[config.mk]
export PLATFORM = sky130hd
export DESIGN_NAME = layer3_maxpool2x2
export DESIGN_NICKNAME = d
export VERILOG_FILES = /design/src/rtl/layer3_maxpool2x2.sv
export SDC_FILE = /design/constraint.sdc
export NUM_CORES = 1
export LEC_CHECK = 0
export ABC_AREA = 1
export CAP_MARGIN = 0
export CORE_MARGIN = 3
export CORE_UTILIZATION = 55
export DETAILED_ROUTE_END_ITERATION = 8
export PLACE_DENSITY_LB_ADDON = 0.12
export SYNTH_ARGS = -nofsm -noshare
export SYNTH_HDL_FRONTEND = slang
export SYNTH_SLANG_ARGS = --single-unit
export TNS_END_PERCENT = 5
[constraint.sdc]
create_clock -name clk -period 10.7 [get_ports clk]
set_input_delay 2.14 -clock clk [delete_from_list [all_inputs] [get_ports clk]]
set_output_delay 2.14 -clock clk [all_outputs]
set_load 0.03 [all_outputs]
[src/rtl/layer3_maxpool2x2.sv]
// -----------------------------------------------------------------------------
// layer3_maxpool2x2
//   Streaming 2x2 / stride-2 max-pool over a raster-order IEEE-754 binary32
//   pixel stream. Only a half-width line buffer is kept: even rows fold each
//   horizontal pair into lb[], and odd rows fold their pair with the stored
//   value to emit one pooled pixel.
//
// Parameters
//   DATA_WIDTH    pixel width (binary32 bit pattern)
//   IMAGE_WIDTH   input pixels per line, even and >= 2
//   IMAGE_HEIGHT  input lines per frame, even and >= 2
//
// Ports
//   clk        rising-edge clock
//   reset      asynchronous active-low reset
//   valid_in   input pixel strobe
//   pxl_in     input pixel, sampled when valid_in = 1
//   pxl_out    pooled pixel, holds between strobes
//   valid_out  one-cycle strobe per pooled pixel
//
// Build option
//   MAXPOOL_RELU_EN  when defined, any pooled result with the sign bit set
//                    (including -0) is output as +0.
// -----------------------------------------------------------------------------
module layer3_maxpool2x2 #(
    parameter int DATA_WIDTH   = 32,
    parameter int IMAGE_WIDTH  = 32,
    parameter int IMAGE_HEIGHT = 32
) (
    input  logic                  clk,
    input  logic                  reset,
    input  logic                  valid_in,
    input  logic [DATA_WIDTH-1:0] pxl_in,
    output logic [DATA_WIDTH-1:0] pxl_out,
    output logic                  valid_out
);

    localparam int CW  = (IMAGE_WIDTH  > 2) ? $clog2(IMAGE_WIDTH)  : 1;
    localparam int RW  = (IMAGE_HEIGHT > 2) ? $clog2(IMAGE_HEIGHT) : 1;
    localparam int LBN = IMAGE_WIDTH / 2;
    localparam int LBA = (LBN > 1) ? $clog2(LBN) : 1;
    localparam logic [CW-1:0] LAST_COL = CW'(IMAGE_WIDTH - 1);
    localparam logic [RW-1:0] LAST_ROW = RW'(IMAGE_HEIGHT - 1);

    generate
        if ((IMAGE_WIDTH % 2) != 0 || IMAGE_WIDTH < 2 ||
            (IMAGE_HEIGHT % 2) != 0 || IMAGE_HEIGHT < 2) begin : g_bad_dims
            $error("layer3_maxpool2x2: IMAGE_WIDTH/IMAGE_HEIGHT must be even and >= 2");
        end
    endgenerate

    // Maps a float bit pattern onto an unsigned key with the same ordering:
    // negatives are bit-inverted, positives get the sign bit set.
    function automatic logic [DATA_WIDTH-1:0] fkey(input logic [DATA_WIDTH-1:0] x);
        return x[DATA_WIDTH-1] ? ~x : (x ^ {1'b1, {(DATA_WIDTH-1){1'b0}}});
    endfunction

    // a arrived before b; strict compare keeps a on ties.
    function automatic logic [DATA_WIDTH-1:0] fmax(input logic [DATA_WIDTH-1:0] a,
                                                   input logic [DATA_WIDTH-1:0] b);
        return (fkey(b) > fkey(a)) ? b : a;
    endfunction

    logic [CW-1:0]         col_q, col_d;
    logic [RW-1:0]         row_q, row_d;
    logic [DATA_WIDTH-1:0] h_q, h_d;
    logic [DATA_WIDTH-1:0] pxl_q, pxl_d;
    logic                  vld_q, vld_d;

    logic [DATA_WIDTH-1:0] lb_q [LBN];
    logic [LBA-1:0]        lb_addr;
    logic                  lb_we;
    logic [DATA_WIDTH-1:0] pair_max;
    logic [DATA_WIDTH-1:0] win_max;
    logic [DATA_WIDTH-1:0] win_out;

    // Same address for read and write, so the odd-row read and even-row
    // write of a column pair never collide.
    assign lb_addr  = LBA'(col_q >> 1);
    // Horizontal pair max is shared by the line-buffer write and the output.
    assign pair_max = fmax(h_q, pxl_in);
    assign win_max  = fmax(lb_q[lb_addr], pair_max);

`ifdef MAXPOOL_RELU_EN
    assign win_out = win_max[DATA_WIDTH-1] ? '0 : win_max;
`else
    assign win_out = win_max;
`endif

    always_comb begin
        col_d = col_q;
        row_d = row_q;
        h_d   = h_q;
        pxl_d = pxl_q;
        vld_d = 1'b0;
        lb_we = 1'b0;
        if (valid_in) begin
            if (col_q == LAST_COL) begin
                col_d = '0;
                row_d = (row_q == LAST_ROW) ? '0 : row_q + 1'b1;
            end else begin
                col_d = col_q + 1'b1;
            end

            if (!col_q[0]) begin
                h_d = pxl_in;
            end else if (!row_q[0]) begin
                lb_we = 1'b1;
            end else begin
                pxl_d = win_out;
                vld_d = 1'b1;
            end
        end
    end

    always_ff @(posedge clk or negedge reset) begin
        if (!reset) begin
            col_q <= '0;
            row_q <= '0;
            h_q   <= '0;
            pxl_q <= '0;
            vld_q <= 1'b0;
        end else begin
            col_q <= col_d;
            row_q <= row_d;
            h_q   <= h_d;
            pxl_q <= pxl_d;
            vld_q <= vld_d;
        end
    end

    // Line buffer is always written on an even row before the odd row reads
    // it, so it carries no reset.
    always_ff @(posedge clk) begin
        if (lb_we) lb_q[lb_addr] <= pair_max;
    end

    assign pxl_out   = pxl_q;
    assign valid_out = vld_q;

endmodule

==> key figures, run 1 <==
Power
  – Worst IR drop on VDD: 0.0004015 V
  – PwrDens: 346.1 mW/mm^2
  – Static leakage: 10.61 nW
  – Total power: 9.924 mW

Logic synthesis
  – Mapped Cells: 1,996
  – Post-Synthesis Net Count: 2,099
  – Register area share after synthesis: 0.6746
  – Syn Std Cell Area: 0.02557 mm^2
  – Syn_area_per_cell: 12.81 um^2
  – #FFs+latches synth: 587
  – Yosys warnings: 0
  – Count of cell types in the netlist: 35

Setup path
  – Max stage delay on crit path: 810 ps
  – Data arrival time of the critical path: 8700 ps
  – Most used cell, CP: nand2_1
  – Reg-to-Reg End: pxl_out[15]$_DFFE_PN0P_
  – Worst-path maximum fanout: 34
  – Worst path required time: 11,200 ps
  – Crit path buf inv count: 4
  – Worst r2r src: h_q[31]$_DFFE_PN0P_
  – CP endpoint kind: register
  – Reg2Reg Depth: 26
  – CP startpoint kind: input pin
  – Cell family with most CP delay: simple AND/OR/NAND/NOR gates
  – CP max-delay cell: inv_1
  – Worst setup path class: input pin to register
  – R2r setup slk: 3770 ps

Floorplan
  – Die area: 0.04912 mm^2
  – IO Pins: 68
  – Die W: 221.6 um
  – Core box area: 0.04567 mm^2
  – Die height: 221.6 um
  – Initial core utilization: 0.5599
  – Row count: 78

Detailed routing
  – DRC viols: 0
  – Number of vias in the routed layout: 16,338
  – Vias per cell: 6.056
  – Initial drt markers: 1,565
  – Routed len/inst: 24.25 um
  – Antenna viol nets, final: 0
  – First-pass DRT Iterations: 5
  – Final WL: 65,430 um

Layout
  – Finished Layout Cells: 2,698
  – Area delta synth->final: 12.11%
  – Finished Cell Area: 0.02867 mm^2
  – Fillers: 3,509
  – Share of cells above drive strength 1: 0.1068
  – Antenna fix cells: 0
  – Fin nets: 2,157
  – Final Util: 0.6278

Timing
  – Count of final setup violators: 0
  – Layout Skew: 22.78 ps
  – Final Hold Fails: 0
  – Slew HR: 0.1409
  – Fin crit period: 8193 ps
  – RSZ-0062 raised after global routing: false
  – Final worst path period share: 0.7657
  – Worst-margin pin slew: 1282 ps
  – Max-slew violation count: 0
  – Final TNS setup: 0 ps
  – Max Fclk: 0.1221 GHz

Placed design
  – Placed Instances: 2,595
  – Final HPWL DP: 39,210 um
  – Dpl cell area: 0.02685 mm^2
  – # port buffers: 67
  – Gpl congestion: 0.8852

Clock tree
  – CTS Buffer Depth: 3
  – Post-CTS resize count: 0
  – Root buffer cell: clkbuf_16
  – Worst-path clk slew: 60 ps
  – Sink Count: 587
  – H-tree depth: 2
  – CTS tree: yes
  – Worst skew pair latency: 620 ps
  – # hold bufs at CTS: 0
  – Cts bufs inserted: 57
  – Post-CTS Setup Bufs: 0

Worst hold path
  – Hold Path Stages: 2
  – Worst hold path type: register to register
  – Hold Startpoint: pxl_out[19]$_DFFE_PN0P_
  – Hold Path End: pxl_out[19]$_DFFE_PN0P_

Run
  – Max-Cap Viols: 0

Global route
  – Largest net degree at the start of global routing: 72
  – Initial antenna violation count: 0
  – Global-route usage over all layers: 0.2637
  – GR Overflow Total: 0
  – Vias in the first global route: 16,159
  – Global-route wire length before repair: 98,920 um

Run status
  – Status: finished clean
[worst max-delay path by stage]
stage,slack (ps),depth (start not counted),startpoint,endpoint
after global placement,1970,25,pxl_in[31],pxl_out[15]$_DFFE_PN0P_
after floorplan,4680,27,pxl_in[31],pxl_out[10]$_DFFE_PN0P_
after detailed placement,1920,25,pxl_in[31],pxl_out[15]$_DFFE_PN0P_
final,2510,25,pxl_in[31],pxl_out[15]$_DFFE_PN0P_
after CTS,2570,25,pxl_in[31],pxl_out[15]$_DFFE_PN0P_
after global routing,1850,29,pxl_in[31],pxl_out[16]$_DFFE_PN0P_
[worst register-to-register path, cell delays in order, from the launching register on]
cell and delay, ps:
dfrtp_2 1000, xnor2_1 210, ha_1 330, nand2_1 70
nor2_1 280, nand2_1 90, nand2_1 120, nand2_1 60
nand2_1 60, nand2_1 50, nand2_2 460, nand2_2 530
nand2_1 170, nand2_1 580, buf_4 430, nand2_1 70
nand2_1 70, ha_1 300, nand4_1 230, nor4_2 320
nand2_1 90, nand2_1 60, nand2_1 60, inv_1 810
nand3_1 210, nand2_1 110, nand2_1 60
[cell usage in the layout (no fill, tap or decap), types with 3 or more instances in the layout]
cell / Yosys / routed
edfxtp_1: 512 / 512
nor3_1: 15 / 3
nand2_1: 472 / 472
buf_4: 15 / 43
nor3_2: 31 / 43
xor2_1: 63 / 63
inv_1: 32 / 32
mux2_2: 31 / 31
o21a_1: 3 / 3
a22oi_1: 256 / 256
clkinvlp_4: 0 / 3
a21oi_1: 125 / 125
nor2_1: 33 / 29
clkbuf_1: 22 / 10
nor2_4: 3 / 10
ha_1: 68 / 68
nand3_1: 100 / 100
clkdlybuf4s50_1: 0 / 65
clkinv_2: 0 / 11
dfrtp_1: 75 / 74
bufinv_16: 0 / 6
xnor2_1: 31 / 31
nand4_1: 4 / 4
clkbuf_16: 0 / 57
o21ai_0: 11 / 11
clkinv_1: 1 / 12
nand2_2: 5 / 5
inv_2: 4 / 3
[logic make-up after synthesis]
| kind of cell | after synthesis | synth area share |
|---|---|---|
| xor+xnor | 94 | 0.03219 |
| simple gates | 669 | 0.1148 |
| fa+ha+maj | 68 | 0.03327 |
| buf+inv | 148 | 0.02784 |
| compound gates | 399 | 0.1037 |
| mux | 31 | 0.01365 |
| flops | 587 | 0.6746 |
[synthesized netlist by cell type]
library cell  count  area share
buf_4            15      0.0044
buf_6             3      0.0013
o21ai_0          11      0.0022
xor2_1           63       0.022
o21a_1            3     0.00088
inv_4             1     0.00024
buf_2            59       0.012
nand2_2           5      0.0012
nand3_1         100       0.020
clkbuf_2          1     0.00020
nor3_1           15      0.0029
nor2_8            1     0.00078
dfrtp_1          75       0.073
nor2_4            3      0.0013
inv_1            32      0.0047
a21oi_1         125       0.024
o22ai_1           1     0.00024
clkbuf_1         22      0.0032
buf_1            10      0.0015
inv_2             4     0.00059
a22oi_1         256       0.075
nor4_2            1     0.00049
mux2_2           31       0.014
nor2_1           33      0.0048
ha_1             68       0.033
nand4_1           4     0.00098
nand2_1         472       0.069
edfxtp_1        512        0.60
clkinv_1          1     0.00015
a21o_1            2     0.00059
xnor2_1          31       0.011
a31oi_1           1     0.00024
nand4_2           1     0.00049
nor3_2           31       0.012
nor2_2            3     0.00073
[power breakdown]
part,total (mW),internal [mW],switching [mW]
clock,1.98,1.13,0.848
sequential,3.29,3.14,0.151
combinational,4.66,1.40,3.25
total,9.92,5.67,4.25
[per-layer routing]
layer | GRT usage | vias to the layer above | wire length [um]
met3 | 0.05561 | 123 | 5292
met5 | 0 | - | 0
met1 | 0.3706 | 8073 | 27630
li1 | - | 7479 | -
met4 | 0.08586 | 0 | 1889
met2 | 0.4164 | 663 | 30620
[sequential cells by signal, indices dropped and copies added (netlist names)]
name,count
pxl_out,32
h_q,32
valid_out,1
col_q,5
lb_q,512
row_q,5
[stage by stage]
stage / hold WS (ps) / worst slack (ps)
final: 486.0 / 2507
after global routing: 526.8 / 1850
after CTS: 493.6 / 2568
after detailed placement: 467.1 / 1921
after global placement: 467.1 / 1968
after floorplan: 455.3 / 4682
[final cells by class]
type / count / area [um^2] / area share
clock inverters: 35 / 349.1 / 0.01217
inverters: 38 / 147.6 / 0.005149
well taps: 600 / 750.7 / 0.02618
multi-input cells: 1261 / 7716 / 0.2691
flip-flops and latches: 587 / 17250 / 0.6017
repair buffers: 109 / 978.4 / 0.03412
clock buffers: 68 / 1478 / 0.05154
(Power assumes the default switching activity.)
==> inputs of run 2 (changes only) <==
==> constraint.sdc (replaced) <==
create_clock -name clk -period 7.4 [get_ports clk]
set_input_delay 1.48 -clock clk [delete_from_list [all_inputs] [get_ports clk]]
set_output_delay 1.48 -clock clk [all_outputs]
set_load 0.03 [all_outputs]
==> run 2 against run 1 <==
Against the previous run:
- flip-flop and latch count is the same
- sequential share of layout area shrank 0.61 points
- first-iteration DRC count grew 8.9%
- clock skew shrank 0.74 ps
- total power grew 46%
- clock power grew 45%
- sequential power grew 44%
- worst setup slack lost 1400 ps
- critical path type unchanged
- critical endpoint is now pxl_out[28]$_DFFE_PN0P_
- largest cell class unchanged
- largest power group unchanged
==> key figures, run 2 (synthesized netlist as in run 1, its figures left out) <==
Layout
  – Area delta synth->final: 13.25%
  – Finished Layout Cells: 2,732 (+1.3%)
  – Fillers: 3,501 (-0.23%)
  – Share of cells above drive strength 1: 0.1173 (+0.01049)
  – Fin nets: 2,190 (+1.5%)
  – Most common cell after layout, fill and taps aside: edfxtp_1
  – Finished Cell Area: 0.02896 mm^2 (+1.0%)
  – Max FFs per register: 512 (unchanged)
  – Antenna fix cells: 0 (unchanged)
  – Most frequent cells in the layout: edfxtp_1 (512), nand2_1 (472), a22oi_1 (256), a21oi_1 (125), nand3_1 (100)
  – Biggest register: lb_q

Clock tree
  – CTS tree: yes
  – CTS Buffer Depth: 3 (unchanged)
  – Post-CTS resize count: 0 (unchanged)
  – Sink Count: 587 (unchanged)
  – H-tree depth: 2 (unchanged)
  – Cts bufs inserted: 57 (unchanged)
  – Worst-path clk slew: 60 ps (about the same)
  – Root buffer cell: clkbuf_16
  – Worst skew pair latency: 610 ps (about the same)
  – Post-CTS Setup Bufs: 0 (unchanged)
  – # hold bufs at CTS: 0 (unchanged)

Power
  – Worst IR drop on VDD: 0.0003822 V (-4.8%)
  – PwrDens: 501.7 mW/mm^2 (+45%)
  – Static leakage: 10.76 nW (+1.5%)

Timing
  – RSZ-0062 raised after global routing: false
  – Max Fclk: 0.1594 GHz
  – Max-slew violation count: 0 (unchanged)
  – Worst-margin pin slew: 1073 ps (-209.0 ps)
  – Final worst path period share: 0.8475
  – Final Hold Fails: 0 (unchanged)
  – Final TNS setup: 0 ps (unchanged)
  – Hold Slack: 492.4 ps (+6.375 ps)
  – Layout Skew: 22.04 ps (-0.7373 ps)
  – Count of final setup violators: 0 (unchanged)
  – Fin crit period: 6272 ps
  – Slew HR: 0.2810 (+0.1401)

Detailed routing
  – Antenna viol nets, final: 0 (unchanged)
  – DRC viols: 0 (unchanged)
  – Vias per cell: 6.081 (+0.41%)
  – Routed len/inst: 24.31 um (+0.27%)
  – Final WL: 66,430 um (+1.5%)
  – Number of vias in the routed layout: 16,612 (+1.7%)
  – Initial drt markers: 1,705 (+8.9%)
  – First-pass DRT Iterations: 5 (unchanged)

Setup path
  – Worst-path maximum fanout: 32 (-5.9%)
  – Reg-to-Reg End: pxl_out[28]$_DFFE_PN0P_
  – Worst setup path class: input pin to register
  – Cell family with most CP delay: simple AND/OR/NAND/NOR gates
  – Reg2Reg Depth: 29 (+12%)
  – CP startpoint kind: input pin
  – CP max-delay cell: nand2_1
  – R2r setup slk: 1370 ps (-2400 ps)
  – Crit path buf inv count: 6 (+2)
  – Data arrival time of the critical path: 6770 ps (-1930 ps)
  – CP endpoint kind: register
  – Max stage delay on crit path: 360 ps (-450 ps)
  – Most used cell, CP: nand2_1
  – Worst r2r src: h_q[31]$_DFFE_PN0P_
  – Worst path required time: 7900 ps (-3300 ps)

Floorplan
  – IO Pins: 68 (unchanged)
  – Die height: 221.6 um (unchanged)
  – Core box area: 0.04567 mm^2 (unchanged)
  – Die area: 0.04912 mm^2 (unchanged)
  – Die W: 221.6 um (unchanged)
  – Row count: 78 (unchanged)
  – Initial core utilization: 0.5599 (unchanged)

Worst hold path
  – Hold Startpoint: pxl_out[15]$_DFFE_PN0P_
  – Worst hold path type: register to register
  – Hold Path Stages: 2 (unchanged)
  – Hold Path End: pxl_out[15]$_DFFE_PN0P_

Global route
  – Global-route usage over all layers: 0.2676 (+0.003904)
  – Global-route wire length before repair: 100,200 um (+1.3%)
  – Initial antenna violation count: 1 (+1)
  – Vias in the first global route: 16,141 (-0.11%)
  – GR Overflow Total: 0 (unchanged)
  – Largest net degree at the start of global routing: 81 (+13%)

Placed design
  – # port buffers: 67 (unchanged)
  – Placed Instances: 2,628 (+1.3%)
  – Dpl cell area: 0.02714 mm^2 (+1.1%)
  – Gpl congestion: 0.8832 (-0.23%)
  – Final HPWL DP: 39,890 um (+1.7%)

Run status
  – Status: finished clean

Run
  – Max-Cap Viols: 0 (unchanged)
[run 2: cell types whose count changed in the layout (fill, tap and decap cells not counted)]
cell	change
buf_4	+29
clkinv_2	-8
clkbuf_1	+6
buf_12	+4
clkbuf_8	+2
clkinv_1	+2
clkinv_8	-2
inv_6	+1
[run 2: how the worst max path moves through the flow]
stage	slack [ps]	cells past startpoint	start	to
CTS	1120	31	pxl_in[31]	pxl_out[28]$_DFFE_PN0P_
global placement	570	31	pxl_in[31]	pxl_out[3]$_DFFE_PN0P_
floorplan	2040	27	pxl_in[31]	pxl_out[10]$_DFFE_PN0P_
finish	1130	31	pxl_in[31]	pxl_out[28]$_DFFE_PN0P_
global route	600	31	pxl_in[31]	pxl_out[31]$_DFFE_PN0P_
detailed placement	440	31	pxl_in[31]	pxl_out[21]$_DFFE_PN0P_
[run 2: report_power, final]
group | internal (mW) | switching [mW] | total, mW | leakage [nW]
logic | 2.22 | 4.70 | 6.92 | 4.36
registers | 4.52 | 0.228 | 4.74 | 5.53
clock network | 1.65 | 1.22 | 2.87 | 0.874
total | 8.39 | 6.14 | 14.5 | 10.8
[run 2: final cells by class]
cell class | count | area, um^2 | share of cell area
Clock buffer | 76 | 1528 | 0.05275
Clock inverter | 28 | 292.8 | 0.01011
Inverter | 38 | 147.6 | 0.005097
Multi-Input combinational cell | 1261 | 7716 | 0.2664
Sequential cell | 587 | 17250 | 0.5957
Tap cell | 600 | 750.7 | 0.02592
Timing Repair Buffer | 142 | 1276 | 0.04406
[run 2: worst min-delay path, delay by kind of cell, from the launching register on]
family	cells	cell delay (ps)
simple gates	2	110
flops	1	350
[run 2: per-stage QoR]
step                setup slack (ps)  power (mW)  utilization
finish                          1128       14.53       0.6342
floorplan                       2042       9.438            -
detailed placement             444.1       11.65       0.5943
global route                   595.8       15.47       0.6342
global placement               568.0       11.50       0.5943
CTS                             1115       14.52       0.6342
[run 2: metal layers]
layer	GRT usage	vias up	routed length, um
met3	0.05415	115	5849
met5	0	-	0
met2	0.4249	690	31000
li1	-	7543	-
met1	0.3798	8264	27710
met4	0.07719	0	1870
